[config.mk]
export PLATFORM = sky130hd
export DESIGN_NAME = ubtb_nway_flat
export DESIGN_NICKNAME = d
export VERILOG_FILES = /design/src/rtl/bpu_pkg.sv /design/src/rtl/ubtb_nway_if.sv /design/src/rtl/ubtb_hash.sv /design/src/rtl/ubtb_nway.sv /design/src/flat_wrapper.sv
export SDC_FILE = /design/constraint.sdc
export NUM_CORES = 2
export LEC_CHECK = 0
export BUFFER_PORTS_ARGS = -buffer_cell sky130_fd_sc_hd__buf_2
export CORE_MARGIN = 4
export CORE_UTILIZATION = 45
export CTS_CLUSTER_SIZE = 14
export DETAILED_ROUTE_END_ITERATION = 8
export GPL_TIMING_DRIVEN = 0
export SYNTH_ARGS = -nofsm -noshare
export SYNTH_HDL_FRONTEND = slang
export SYNTH_HIERARCHICAL = 1
export SYNTH_SLANG_ARGS = --single-unit
export TNS_END_PERCENT = 10
[constraint.sdc]
create_clock -name i_clk -period 8.1 [get_ports i_clk]
set_input_delay 1.62 -clock i_clk [delete_from_list [all_inputs] [get_ports i_clk]]
set_output_delay 1.62 -clock i_clk [all_outputs]
set_load 0.05 [all_outputs]
[src/rtl/bpu_pkg.sv]
// rtl/bpu_pkg.sv - shared defaults, entry layout and tag fold for the micro-BTB
// Purpose: parameter defaults, the table entry struct and the PC tag-fold
// function used by every micro-BTB file.
// Ports: none (package).
package bpu_pkg;

    localparam int BPU_MXLEN   = 32;
    localparam int BPU_SETS    = 16;
    localparam int BPU_WAYS    = 2;
    localparam int BPU_FETCH_W = 2;
    localparam int BPU_TAG_W   = 8;
    localparam int BPU_CTR_W   = 2;
    localparam int BPU_SLOT_W  = (BPU_FETCH_W > 1) ? $clog2(BPU_FETCH_W) : 1;

    typedef struct packed {
        logic                  valid;
        logic [BPU_TAG_W-1:0]  tag;
        logic [BPU_SLOT_W-1:0] slot;
        logic [BPU_MXLEN-1:0]  target;
        logic [BPU_CTR_W-1:0]  ctr;
    } ubtb_entry_t;

    // XOR together consecutive TAG_W-bit chunks of pc[MXLEN-1:lsb]; the
    // right shift zero-fills, which pads the topmost partial chunk.
    function automatic logic [BPU_TAG_W-1:0] fold_tag(input logic [BPU_MXLEN-1:0] pc,
                                                      input int lsb);
        logic [BPU_MXLEN-1:0] rest;
        logic [BPU_TAG_W-1:0] t;
        rest = pc >> lsb;
        t    = '0;
        for (int c = 0; c < (BPU_MXLEN + BPU_TAG_W - 1) / BPU_TAG_W; c++) begin
            t    = t ^ rest[BPU_TAG_W-1:0];
            rest = rest >> BPU_TAG_W;
        end
        return t;
    endfunction

endpackage

[src/rtl/ubtb_nway_if.sv]
// rtl/ubtb_nway_if.sv - lookup/update/response bundle for the micro-BTB
// Purpose: groups the request, update, flush and response signals.
// Ports (seen from the predictor): i_req_vld/i_req_pc lookup request,
// i_upd_vld/i_upd_pc/i_upd_target/i_upd_taken resolved branch update,
// i_flush invalidate all, o_resp_vld/o_hit/o_slot/o_taken/o_target response.
// master = fetch/commit side, slave = predictor.
interface ubtb_nway_if
    import bpu_pkg::*;
#(
    parameter int MXLEN   = BPU_MXLEN,
    parameter int FETCH_W = BPU_FETCH_W
);
    localparam int SLOT_W = (FETCH_W > 1) ? $clog2(FETCH_W) : 1;

    logic              i_req_vld;
    logic [MXLEN-1:0]  i_req_pc;
    logic              i_upd_vld;
    logic [MXLEN-1:0]  i_upd_pc;
    logic [MXLEN-1:0]  i_upd_target;
    logic              i_upd_taken;
    logic              i_flush;
    logic              o_resp_vld;
    logic              o_hit;
    logic [SLOT_W-1:0] o_slot;
    logic              o_taken;
    logic [MXLEN-1:0]  o_target;

    modport master (
        output i_req_vld, i_req_pc, i_upd_vld, i_upd_pc, i_upd_target, i_upd_taken, i_flush,
        input  o_resp_vld, o_hit, o_slot, o_taken, o_target
    );

    modport slave (
        input  i_req_vld, i_req_pc, i_upd_vld, i_upd_pc, i_upd_target, i_upd_taken, i_flush,
        output o_resp_vld, o_hit, o_slot, o_taken, o_target
    );

endinterface

[src/rtl/ubtb_hash.sv]
// rtl/ubtb_hash.sv - splits a PC into set index, fetch slot and folded tag
// Purpose: address decomposition shared by the lookup and update paths.
// Ports: pc in; index, slot, tag out (purely combinational).
module ubtb_hash
    import bpu_pkg::*;
#(
    parameter int MXLEN   = BPU_MXLEN,
    parameter int SETS    = BPU_SETS,
    parameter int FETCH_W = BPU_FETCH_W,
    parameter int TAG_W   = BPU_TAG_W,
    localparam int IDX_W  = $clog2(SETS),
    localparam int SLOT_W = (FETCH_W > 1) ? $clog2(FETCH_W) : 1
) (
    input  logic [MXLEN-1:0]  pc,
    output logic [IDX_W-1:0]  index,
    output logic [SLOT_W-1:0] slot,
    output logic [TAG_W-1:0]  tag
);
    localparam int OFF = 2 + $clog2(FETCH_W);

    // Instruction-alignment bits never take part in prediction.
    logic unused_low;
    assign unused_low = ^pc[1:0];

    generate
        if (FETCH_W > 1) begin : g_slot
            assign slot = pc[OFF-1:2];
        end else begin : g_noslot
            assign slot = '0;
        end
    endgenerate

    assign index = pc[OFF+IDX_W-1:OFF];
    assign tag   = fold_tag(pc, OFF + IDX_W);

endmodule

[src/rtl/ubtb_nway.sv]
// rtl/ubtb_nway.sv - set-associative micro branch target buffer
// Purpose: flop-based N-way BTB with per-entry saturating direction counter,
// registered lookup response, single-cycle flush and round-robin victims.
// Ports: i_clk clock; i_rstn async active-low reset; bus (slave) carries
// lookup request, resolved-branch update, flush and the lookup response.
module ubtb_nway
    import bpu_pkg::*;
#(
    parameter int MXLEN   = BPU_MXLEN,
    parameter int SETS    = BPU_SETS,
    parameter int WAYS    = BPU_WAYS,
    parameter int FETCH_W = BPU_FETCH_W,
    parameter int TAG_W   = BPU_TAG_W,
    parameter int CTR_W   = BPU_CTR_W
) (
    input  logic        i_clk,
    input  logic        i_rstn,
    ubtb_nway_if.slave  bus
);
    localparam int IDX_W  = $clog2(SETS);
    localparam int SLOT_W = (FETCH_W > 1) ? $clog2(FETCH_W) : 1;
    localparam int WAY_W  = (WAYS > 1) ? $clog2(WAYS) : 1;
    localparam logic [CTR_W-1:0] CTR_WEAK = CTR_W'(1) << (CTR_W - 1);

    ubtb_entry_t      table_q [SETS][WAYS];
    logic [WAY_W-1:0] rr_q    [SETS];

    logic [IDX_W-1:0]  lk_idx,  up_idx;
    logic [SLOT_W-1:0] lk_slot, up_slot;
    logic [TAG_W-1:0]  lk_tag,  up_tag;

    ubtb_hash #(.MXLEN(MXLEN), .SETS(SETS), .FETCH_W(FETCH_W), .TAG_W(TAG_W)) u_hash_lk (
        .pc    (bus.i_req_pc),
        .index (lk_idx),
        .slot  (lk_slot),
        .tag   (lk_tag)
    );

    ubtb_hash #(.MXLEN(MXLEN), .SETS(SETS), .FETCH_W(FETCH_W), .TAG_W(TAG_W)) u_hash_up (
        .pc    (bus.i_upd_pc),
        .index (up_idx),
        .slot  (up_slot),
        .tag   (up_tag)
    );

    // Lookup: among matching ways keep the lowest entry slot; strict '<'
    // means an equal slot in a higher way never displaces a lower way.
    logic              lk_hit;
    logic [SLOT_W-1:0] lk_best_slot;
    logic [MXLEN-1:0]  lk_best_target;
    logic              lk_best_taken;

    always_comb begin
        lk_hit         = 1'b0;
        lk_best_slot   = '0;
        lk_best_target = '0;
        lk_best_taken  = 1'b0;
        for (int w = 0; w < WAYS; w++) begin
            if (table_q[lk_idx][w].valid &&
                table_q[lk_idx][w].tag == lk_tag &&
                table_q[lk_idx][w].slot >= lk_slot) begin
                if (!lk_hit || table_q[lk_idx][w].slot < lk_best_slot) begin
                    lk_hit         = 1'b1;
                    lk_best_slot   = table_q[lk_idx][w].slot;
                    lk_best_target = table_q[lk_idx][w].target;
                    lk_best_taken  = table_q[lk_idx][w].ctr[CTR_W-1];
                end
            end
        end
    end

    // Update: exact-slot match trains the existing entry; a taken miss
    // allocates into the first free way, else the round-robin way.
    logic             um_hit;
    logic [WAY_W-1:0] um_way;
    logic             inv_found;
    logic [WAY_W-1:0] inv_way;
    logic [WAY_W-1:0] vic_way;
    logic [WAY_W-1:0] rr_next;
    logic             wr_en;
    logic [WAY_W-1:0] wr_way;
    ubtb_entry_t      wr_entry;
    logic             rr_adv;

    always_comb begin
        um_hit    = 1'b0;
        um_way    = '0;
        inv_found = 1'b0;
        inv_way   = '0;
        for (int w = 0; w < WAYS; w++) begin
            if (!um_hit && table_q[up_idx][w].valid &&
                table_q[up_idx][w].tag == up_tag &&
                table_q[up_idx][w].slot == up_slot) begin
                um_hit = 1'b1;
                um_way = WAY_W'(w);
            end
            if (!inv_found && !table_q[up_idx][w].valid) begin
                inv_found = 1'b1;
                inv_way   = WAY_W'(w);
            end
        end
        vic_way = inv_found ? inv_way : rr_q[up_idx];
        rr_next = (rr_q[up_idx] == WAY_W'(WAYS - 1)) ? '0 : rr_q[up_idx] + WAY_W'(1);
    end

    always_comb begin
        wr_en    = 1'b0;
        wr_way   = vic_way;
        wr_entry = '0;
        rr_adv   = 1'b0;
        if (bus.i_upd_vld && !bus.i_flush) begin
            if (um_hit) begin
                wr_en    = 1'b1;
                wr_way   = um_way;
                wr_entry = table_q[up_idx][um_way];
                if (bus.i_upd_taken) begin
                    wr_entry.target = bus.i_upd_target;
                    if (wr_entry.ctr != '1) begin
                        wr_entry.ctr = wr_entry.ctr + CTR_W'(1);
                    end
                end else if (wr_entry.ctr != '0) begin
                    wr_entry.ctr = wr_entry.ctr - CTR_W'(1);
                end
            end else if (bus.i_upd_taken) begin
                wr_en           = 1'b1;
                wr_way          = vic_way;
                wr_entry.valid  = 1'b1;
                wr_entry.tag    = up_tag;
                wr_entry.slot   = up_slot;
                wr_entry.target = bus.i_upd_target;
                wr_entry.ctr    = CTR_WEAK;
                rr_adv          = !inv_found;
            end
        end
    end

    always_ff @(posedge i_clk or negedge i_rstn) begin
        if (!i_rstn) begin
            for (int s = 0; s < SETS; s++) begin
                rr_q[s] <= '0;
                for (int w = 0; w < WAYS; w++) begin
                    table_q[s][w] <= '0;
                end
            end
        end else if (bus.i_flush) begin
            // Round-robin pointers deliberately survive a flush.
            for (int s = 0; s < SETS; s++) begin
                for (int w = 0; w < WAYS; w++) begin
                    table_q[s][w].valid <= 1'b0;
                end
            end
        end else begin
            if (wr_en) begin
                table_q[up_idx][wr_way] <= wr_entry;
            end
            if (rr_adv) begin
                rr_q[up_idx] <= rr_next;
            end
        end
    end

    // Response registers sample pre-update table state; every field is
    // forced to zero unless a real hit is being reported.
    logic              resp_vld_q;
    logic              hit_q;
    logic [SLOT_W-1:0] slot_q;
    logic              taken_q;
    logic [MXLEN-1:0]  target_q;
    logic              rsp_live;
    logic              rsp_hit;

    assign rsp_live = bus.i_req_vld && !bus.i_flush;
    assign rsp_hit  = rsp_live && lk_hit;

    always_ff @(posedge i_clk or negedge i_rstn) begin
        if (!i_rstn) begin
            resp_vld_q <= 1'b0;
            hit_q      <= 1'b0;
            slot_q     <= '0;
            taken_q    <= 1'b0;
            target_q   <= '0;
        end else begin
            resp_vld_q <= rsp_live;
            hit_q      <= rsp_hit;
            slot_q     <= rsp_hit ? lk_best_slot   : '0;
            taken_q    <= rsp_hit ? lk_best_taken  : 1'b0;
            target_q   <= rsp_hit ? lk_best_target : '0;
        end
    end

    assign bus.o_resp_vld = resp_vld_q;
    assign bus.o_hit      = hit_q;
    assign bus.o_slot     = slot_q;
    assign bus.o_taken    = taken_q;
    assign bus.o_target   = target_q;

endmodule

[src/flat_wrapper.sv]
// flat-port wrapper written by rule: the top's interface ports become plain ports
module ubtb_nway_flat import bpu_pkg::*;
#(
    parameter int MXLEN   = BPU_MXLEN,
    parameter int SETS    = BPU_SETS,
    parameter int WAYS    = BPU_WAYS,
    parameter int FETCH_W = BPU_FETCH_W,
    parameter int TAG_W   = BPU_TAG_W,
    parameter int CTR_W   = BPU_CTR_W
)
  (i_clk, i_rstn, bus_i_req_vld, bus_i_req_pc, bus_i_upd_vld, bus_i_upd_pc, bus_i_upd_target, bus_i_upd_taken, bus_i_flush, bus_o_resp_vld, bus_o_hit, bus_o_slot, bus_o_taken, bus_o_target);
  ubtb_nway_if #(.MXLEN(MXLEN), .FETCH_W(FETCH_W)) bus_i ();
  input  logic i_clk;
  input  logic i_rstn;
  input wire logic [$bits(bus_i.i_req_vld)-1:0] bus_i_req_vld;
  input wire logic [$bits(bus_i.i_req_pc)-1:0] bus_i_req_pc;
  input wire logic [$bits(bus_i.i_upd_vld)-1:0] bus_i_upd_vld;
  input wire logic [$bits(bus_i.i_upd_pc)-1:0] bus_i_upd_pc;
  input wire logic [$bits(bus_i.i_upd_target)-1:0] bus_i_upd_target;
  input wire logic [$bits(bus_i.i_upd_taken)-1:0] bus_i_upd_taken;
  input wire logic [$bits(bus_i.i_flush)-1:0] bus_i_flush;
  output wire logic [$bits(bus_i.o_resp_vld)-1:0] bus_o_resp_vld;
  output wire logic [$bits(bus_i.o_hit)-1:0] bus_o_hit;
  output wire logic [$bits(bus_i.o_slot)-1:0] bus_o_slot;
  output wire logic [$bits(bus_i.o_taken)-1:0] bus_o_taken;
  output wire logic [$bits(bus_i.o_target)-1:0] bus_o_target;
  assign bus_i.i_req_vld = bus_i_req_vld;
  assign bus_i.i_req_pc = bus_i_req_pc;
  assign bus_i.i_upd_vld = bus_i_upd_vld;
  assign bus_i.i_upd_pc = bus_i_upd_pc;
  assign bus_i.i_upd_target = bus_i_upd_target;
  assign bus_i.i_upd_taken = bus_i_upd_taken;
  assign bus_i.i_flush = bus_i_flush;
  assign bus_o_resp_vld = bus_i.o_resp_vld;
  assign bus_o_hit = bus_i.o_hit;
  assign bus_o_slot = bus_i.o_slot;
  assign bus_o_taken = bus_i.o_taken;
  assign bus_o_target = bus_i.o_target;
  ubtb_nway #(.MXLEN(MXLEN), .SETS(SETS), .WAYS(WAYS), .FETCH_W(FETCH_W), .TAG_W(TAG_W), .CTR_W(CTR_W)) u_core (.i_clk(i_clk), .i_rstn(i_rstn), .bus(bus_i));
endmodule
=== After elaboration in Yosys (flattened, before gate mapping) ===
Cells that the tools add are included.

* Input port bits: 102
* Bits in registers: 1460
* Logic and storage cells: 327

* Mux-type cells: 91
* $add $sub $neg: 3
* Bitwise operators: 11
* Order comparisons: 9
* Reduce and logical (&&, ||, !) cells: 25
* Equal/unequal tests: 7

{| class="wikitable"
|+ Operator list
! cell !! count
|-
| 1408-bit bitwise mux || 1
|-
| 1408-bit two-way mux || 1
|-
| 88-bit binary-select mux with 4-bit select || 2
|-
| 88-bit two-way mux || 5
|-
| 88-bit demux with 4-bit select || 1
|-
| 44-bit two-way mux || 7
|-
| 32-bit two-way mux || 5
|-
| 1-bit two-way mux || 62
|-
| 44-bit demux with 1-bit select || 1
|-
| 8-bit == test || 4
|-
| 8-bit XOR || 4
|-
| 16-bit bitwise mux || 1
|-
| 8-bit by 1-bit XOR with 8-bit output || 2
|-
| 1-bit logical AND || 15
|-
| 5-bit >= comparator (second input constant) || 2
|-
| 4-bit NOT with 5-bit output || 2
|-
| 2-bit two-way mux || 3
|-
| 1-bit zero test || 5
|-
| 5-bit by 1-bit less-than comparator with 1-bit output (second input constant) || 1
|-
| 1-bit binary-select mux with 4-bit select || 1
|-
| 1-bit demux with 4-bit select || 1
|-
| 2-bit >= comparator (second input constant) || 2
|-
| 1-bit NOT with 2-bit output || 2
|-
| 2-bit AND reduction || 2
|-
| other kinds (11) || 14
|}

=== Logic depth before layout (Yosys ltp) ===
* Depth in word-level cells: 25
* Mapped depth: 19
* Mapped depth without buffers: 11

=== Cells and area by module ===
The synthesis kept the hierarchy.

{| class="wikitable"
|+ By module, submodules not included
! module !! area an instance (µm²) !! times used !! cells each !! sequential area each (µm²)
|-
| ubtb_nway || 76420.8 || 1 || 6418 || 36535.0
|-
| ubtb_hash || 186.4 || 2 || 22 || 0.0
|}

=== Worst setup path after synthesis ===
OpenSTA, ideal clock, no wires.

* Path kind: input-to-reg
* From: in bus_i_upd_pc[3]
* To: reg u_core/table_q[1113] (netlist name)
* Stages: 13
* Data arrival time: 4865 ps
* Slack: 3099 ps
* Library setup time: 137 ps
* Path through: buf_4 > buf_2 > buf_6 > buf_6 > buf_6 > buf_6 > clkbuf_1 > clkbuf_1 > mux4_2 > mux4_2 > a21oi_1 > clkbuf_1 > a21oi_1

* Word-level cells in the longest chain between the ends: 23
* Elaborated cells between the ends (all ways): 50
* Classes of those cells: order compare (4); eq/ne (4); mux (28); bitwise (3); reduce/logical (11)

{| class="wikitable"
|+ RTL lines
! element !! line !! text
|-
| from (decl) || flat_wrapper.sv:18 || <nowiki>input wire logic [$bits(bus_i.i_upd_pc)-1:0] bus_i_upd_pc;</nowiki>
|-
| 4-bit NOT with 5-bit output (implied by the code) * || - ||
|-
| 88-bit binary-select mux with 4-bit select || - ||
|-
| 88-bit two-way mux (implied by the code) (2 in a row) || ubtb_nway.sv:91, ubtb_nway.sv:97 ||
|-
| 8-bit == test || ubtb_nway.sv:92 || <nowiki>table_q[up_idx][w].tag == up_tag &&</nowiki>
|-
| 1-bit logical AND || ubtb_nway.sv:91 || <nowiki>if (!um_hit && table_q[up_idx][w].valid &&</nowiki>
|-
| 1-bit logical AND || ubtb_nway.sv:92 ||
|-
| 1-bit two-way mux || ubtb_nway.sv:91 ||
|-
| 1-bit zero test || ubtb_nway.sv:91 ||
|-
| (+6 left out) || - ||
|-
| 1-bit NOT with 2-bit output (implied by the code) || ubtb_nway.sv:154 || <nowiki>table_q[up_idx][wr_way] <= wr_entry;</nowiki>
|-
| 2-bit >= comparator (implied by the code) / 2-bit by 1-bit less-than comparator with 1-bit output (equally long branches) || ubtb_nway.sv:154 ||
|-
| 1-bit logical AND (implied by the code) || ubtb_nway.sv:154 ||
|-
| 44-bit two-way mux (implied by the code) || ubtb_nway.sv:154 ||
|-
| 44-bit demux with 1-bit select || ubtb_nway.sv:154 ||
|-
| 88-bit two-way mux (implied by the code) || ubtb_nway.sv:154 ||
|-
| 88-bit demux with 4-bit select || ubtb_nway.sv:154 ||
|-
| 1408-bit bitwise mux || ubtb_nway.sv:154 ||
|-
| to (signal, indexed assignment) || ubtb_nway.sv:154 ||
|-
| to (decl) || ubtb_nway.sv:25 || <nowiki>ubtb_entry_t table_q [SETS][WAYS];</nowiki>
|}

Every way passes the cells marked *; elsewhere a longest branch is shown, timed or not. The select of a mux whose other input is x is not followed.
A chain may end at the register's enable or synchronous reset.

=== Worst setup path in the final report ===
* From: in bus_i_req_pc[6]
* To: reg u_core.target_q[3], in the netlist u_core/bus.o_target[3]

* Word-level cells in the longest chain between the ends: 14
* Elaborated cells between the ends (all ways): 24
* Classes of those cells: order compare (3); eq/ne (2); mux (11); bitwise (1); reduce/logical (7)

{| class="wikitable"
|+ RTL lines
! element !! line !! text
|-
| from (decl) || flat_wrapper.sv:16 || <nowiki>input wire logic [$bits(bus_i.i_req_pc)-1:0] bus_i_req_pc;</nowiki>
|-
| 4-bit NOT with 5-bit output (implied by the code) * || - ||
|-
| 88-bit binary-select mux with 4-bit select * || - ||
|-
| 88-bit two-way mux (implied by the code) * || ubtb_nway.sv:61, ubtb_nway.sv:62 ||
|-
| 88-bit two-way mux * || - ||
|-
| 8-bit == test || ubtb_nway.sv:60 || <nowiki>table_q[lk_idx][w].tag == lk_tag &&</nowiki>
|-
| 1-bit logical AND || ubtb_nway.sv:59 || <nowiki>if (table_q[lk_idx][w].valid &&</nowiki>
|-
| 1-bit logical AND || ubtb_nway.sv:60 ||
|-
| 1-bit two-way mux || ubtb_nway.sv:59 ||
|-
| 1-bit less-than comparator / 1-bit zero test (equally long branches) || ubtb_nway.sv:62 || <nowiki>if (!lk_hit || table_q[lk_idx][w].slot < lk_best_slot) begin</nowiki>
|-
| 1-bit logical OR || ubtb_nway.sv:62 ||
|-
| 1-bit two-way mux || ubtb_nway.sv:62 ||
|-
| 1-bit two-way mux || ubtb_nway.sv:59 ||
|-
| 1-bit logical AND || ubtb_nway.sv:173 || <nowiki>assign rsp_hit = rsp_live && lk_hit;</nowiki>
|-
| 32-bit two-way mux * || ubtb_nway.sv:187 || <nowiki>target_q <= rsp_hit ? lk_best_target : '0;</nowiki>
|-
| to (signal assigned) || ubtb_nway.sv:187 ||
|-
| to (decl) || ubtb_nway.sv:168 || <nowiki>logic [MXLEN-1:0] target_q;</nowiki>
|}

Marks and branches as above.

==> metrics.txt <==
Max Slew Vio Count 72; status finished, violations left; fin crit share 100.1%; vias per inst 6.875; Switching Fraction 27.46%; Max-slew headroom -3.488%; r2r worst-path depth 11; Post-Syn Area 76,790 um^2; Setup Fix Bufs, Post-CTS 0; initial DRC count 10,520; WP data arrival 8750 ps; buffers and inverters on the worst path 6; synthesized flop and latch total 1,460; CP delay by family, top buffers and inverters; H-tree levels 4; hold slack final 492.7 ps; TritonCTS Buffers 161; Clock Latency Late Sink 850 ps; Max IR drop VDD 256.4 uV; maxcap violations 7; Syn Nets 6,564; met2 wire len 143.0 mm; number of routed nets with antenna violations 0; Combinational Power Share 14.0%; First-pass DRT Iterations 6; most frequent CP cell clkbuf_1; Horiz. Die Dim 421.1 um; # clock sinks 1,460; Congestion Overflow GR 0; Syn-to-layout area delta 12.10%; slowest CP cell clkbuf_1; CP required 8740 ps; drt wl/cell 37.02 um; fin nets 6,867; sequential power share 44.2%; max incr delay on CP 990 ps; setup ws final -9.314 ps; Tot Pwr 18.52 mW; Core ar. 169,500 um^2; Top-Level Pins 138; most frequent cells in the layout 1,460 x dfrtp_1, 901 x nand2_1, 824 x mux4_2, 766 x o21ai_0, 500 x nor2_1; initial antenna violation count 16; final setup fails 1; Fmax 0.1233 GHz; clock power share 41.8%; first-pass GRT wire length 468.8 mm; commonest non-fill, non-tap cell in the layout dfrtp_1; number of global-route vias before repair 61,650; count of mapped cells out of synthesis 6,462; DRT Wirelength 337.6 mm; largest area contributor in the netlist dfrtp_1; CP Class in -> reg; hold path depth 2; dpl cells 8,817; final hold vios 0; TritonCTS clock tree yes; synth unique cells 77; Critical Path Fanout Max 10; clock period minus worst slack 8109 ps; Final Non-Filler Cells 9,118; die area 177,300 um^2; Fin Clk Skew 40.28 ps; Power Density 215.1 nW/um^2; Yosys warning count 6; Reg clk slew, reported paths 60 ps; syn_area_per_cell 11.88 um^2; failing checks capacitance limit, slew limit, setup timing; post-synthesis sequential area ratio 47.58%; total number of vias 62,690; die height 421.1 um; worst min path class reg -> reg; Global Route Usage Sum 37.46%; starting density of the core 45.31%; FP Rows 151; Most used DFF post-synth dfrtp_1; share of async-settable or async-resettable flops after synthesis 100.0%; LEAKAGE 36.33 nW; fin util 50.80%; Area contributors post-synth dfrtp_1 48%, mux4_2 24%, o21ai_0 5.0%; Worst setup EP type flop; number of synthesized flops with an enable pin 0; cell internal pwr 13.44 mW; Startpoint Class input pin; RSZ-0062 raised after global routing false; Max Used Layer met5; Final GP Congestion 1.024; Yosys top cell area share 47.58%; clock tree buffer depth 3; Root Driver clkbuf_16; Met3 Wirelength 51.08 mm; hold_buf cts 0; detailed placement HPWL 248.8 mm; # port buffers 121; Slew @ Worst Pin 1552 ps; Critical Path, Cell by Cell buf_4, clkbuf_1, buf_1, clkbuf_2, mux2i_1, xnor2_1, nand3_1, nor3_2, a21boi_1, clkbuf_1, clkbuf_1, nand3b_1, a21oi_1; layout cell share with drive strength beyond 1 25.14%; pin count of the biggest net entering global routing 170; Residual DRC 0; P_sw 5.085 mW; wl on met1 119.4 mm; post-cts sizing count 0; WP depth 13
## cell type report
class                      count  area [um^2]
fill                       14880        83380
multi-input combinational   4250        36700
sequential                  1460        36540
clock buffer                 240         4700
buffer                       677         3304
tap                         2218         2775
timing repair buffer         140         1012
clock inverter                51        763.2
inverter                      75        281.5
antenna                        7        17.52
## worst min-delay path: stages, from the launching register on
cell and delay, ps:
dfrtp_1 340, nand2_1 50, o21ai_1 60
## sequential cells by signal, summed over array words and instances, names as in the netlist
signal,count
u_core/table_q,1408
u_core/bus.o_target,32
u_core/rr_q,16
u_core/bus.o_hit,1
u_core/bus.o_resp_vld,1
u_core/bus.o_slot,1
u_core/bus.o_taken,1
## power by group through the flow
stage / Combinational, mW / Clock, mW / Sequential [mW]
after detailed placement: 2.49 / 0 / 8.29
final: 2.59 / 7.74 / 8.19
after global placement: 2.42 / 0 / 8.28
after global routing: 2.70 / 8.08 / 8.24
after CTS: 2.49 / 7.78 / 8.17
after floorplan: 1.60 / 0 / 8.16
## worst paths after layout
path                                      startpoint                     end  slack [ps]
worst max register to register  u_core/table_q[1099]     u_core/table_q[920]        2800
worst max-delay path                 bus_i_req_pc[6]  u_core/bus.o_target[3]          -9
max in group asynchronous                     i_rstn     u_core/table_q[590]        4670
worst min register to register    u_core/table_q[44]      u_core/table_q[44]         490
min in group asynchronous                     i_rstn     u_core/table_q[306]         660
worst min-delay path              u_core/table_q[44]      u_core/table_q[44]         490
## logic make-up after synthesis
| logic type | count (synthesis) | synth area share, % |
|---|---|---|
| multiplexers | 1031 | 27.28 |
| buffers and inverters | 752 | 4.640 |
| flip-flops | 1460 | 47.58 |
| AND/OR/NAND/NOR | 1592 | 8.666 |
| adder cells (fa/ha/maj) | 4 | 0.05214 |
| AO/OA/AOI/OAI | 1561 | 11.07 |
| XOR/XNOR | 62 | 0.7071 |
## per-layer routing
layer / GRT usage, % / up-vias
met5: 0.3495 / -
met4: 21.76 / 18
met3: 16.13 / 1019
met2: 53.14 / 4908
met1: 47.98 / 32490
li1: - / 24250
## synthesized netlist by cell type, types with 5 or more instances
cell type and number:
buf_2 240, mux2_2 78, nand3_4 13, o22ai_1 30, clkbuf_1 287, a31oi_1 31, a22o_1 12, nand4_1 7
a2bb2oi_1 16, nor4_1 8, nor3_1 24, a2bb2oi_2 5, and3_1 13, mux4_2 824, o31ai_1 14, mux2i_1 75
a21oi_2 32, mux2_1 12, nand3b_1 34, nand3_1 36, buf_8 6, a41oi_1 11, nand2b_1 10, a21o_1 16
xor2_1 9, dfrtp_1 1460, o21ai_0 766, xnor2_1 53, nor2b_1 10, inv_1 73, a211oi_1 5, buf_1 79
buf_4 33, mux2_4 42, buf_6 31, o21ai_1 84, nor2_1 500, nand2_1 901, a21oi_1 490, a22oi_1 21
## through the flow
step | cell area, um^2 | setup TNS, ps | setup WS [ps]
final | 86090 | -9.314 | -9.314
after global routing | 86070 | 0 | 409.1
after CTS | 86030 | 0 | 326.3
after detailed placement | 80570 | -3350 | -486.4
after global placement | 80170 | - | -27300
after floorplan | 76790 | 0 | 3099
Power figures use the tool's default switching activity.
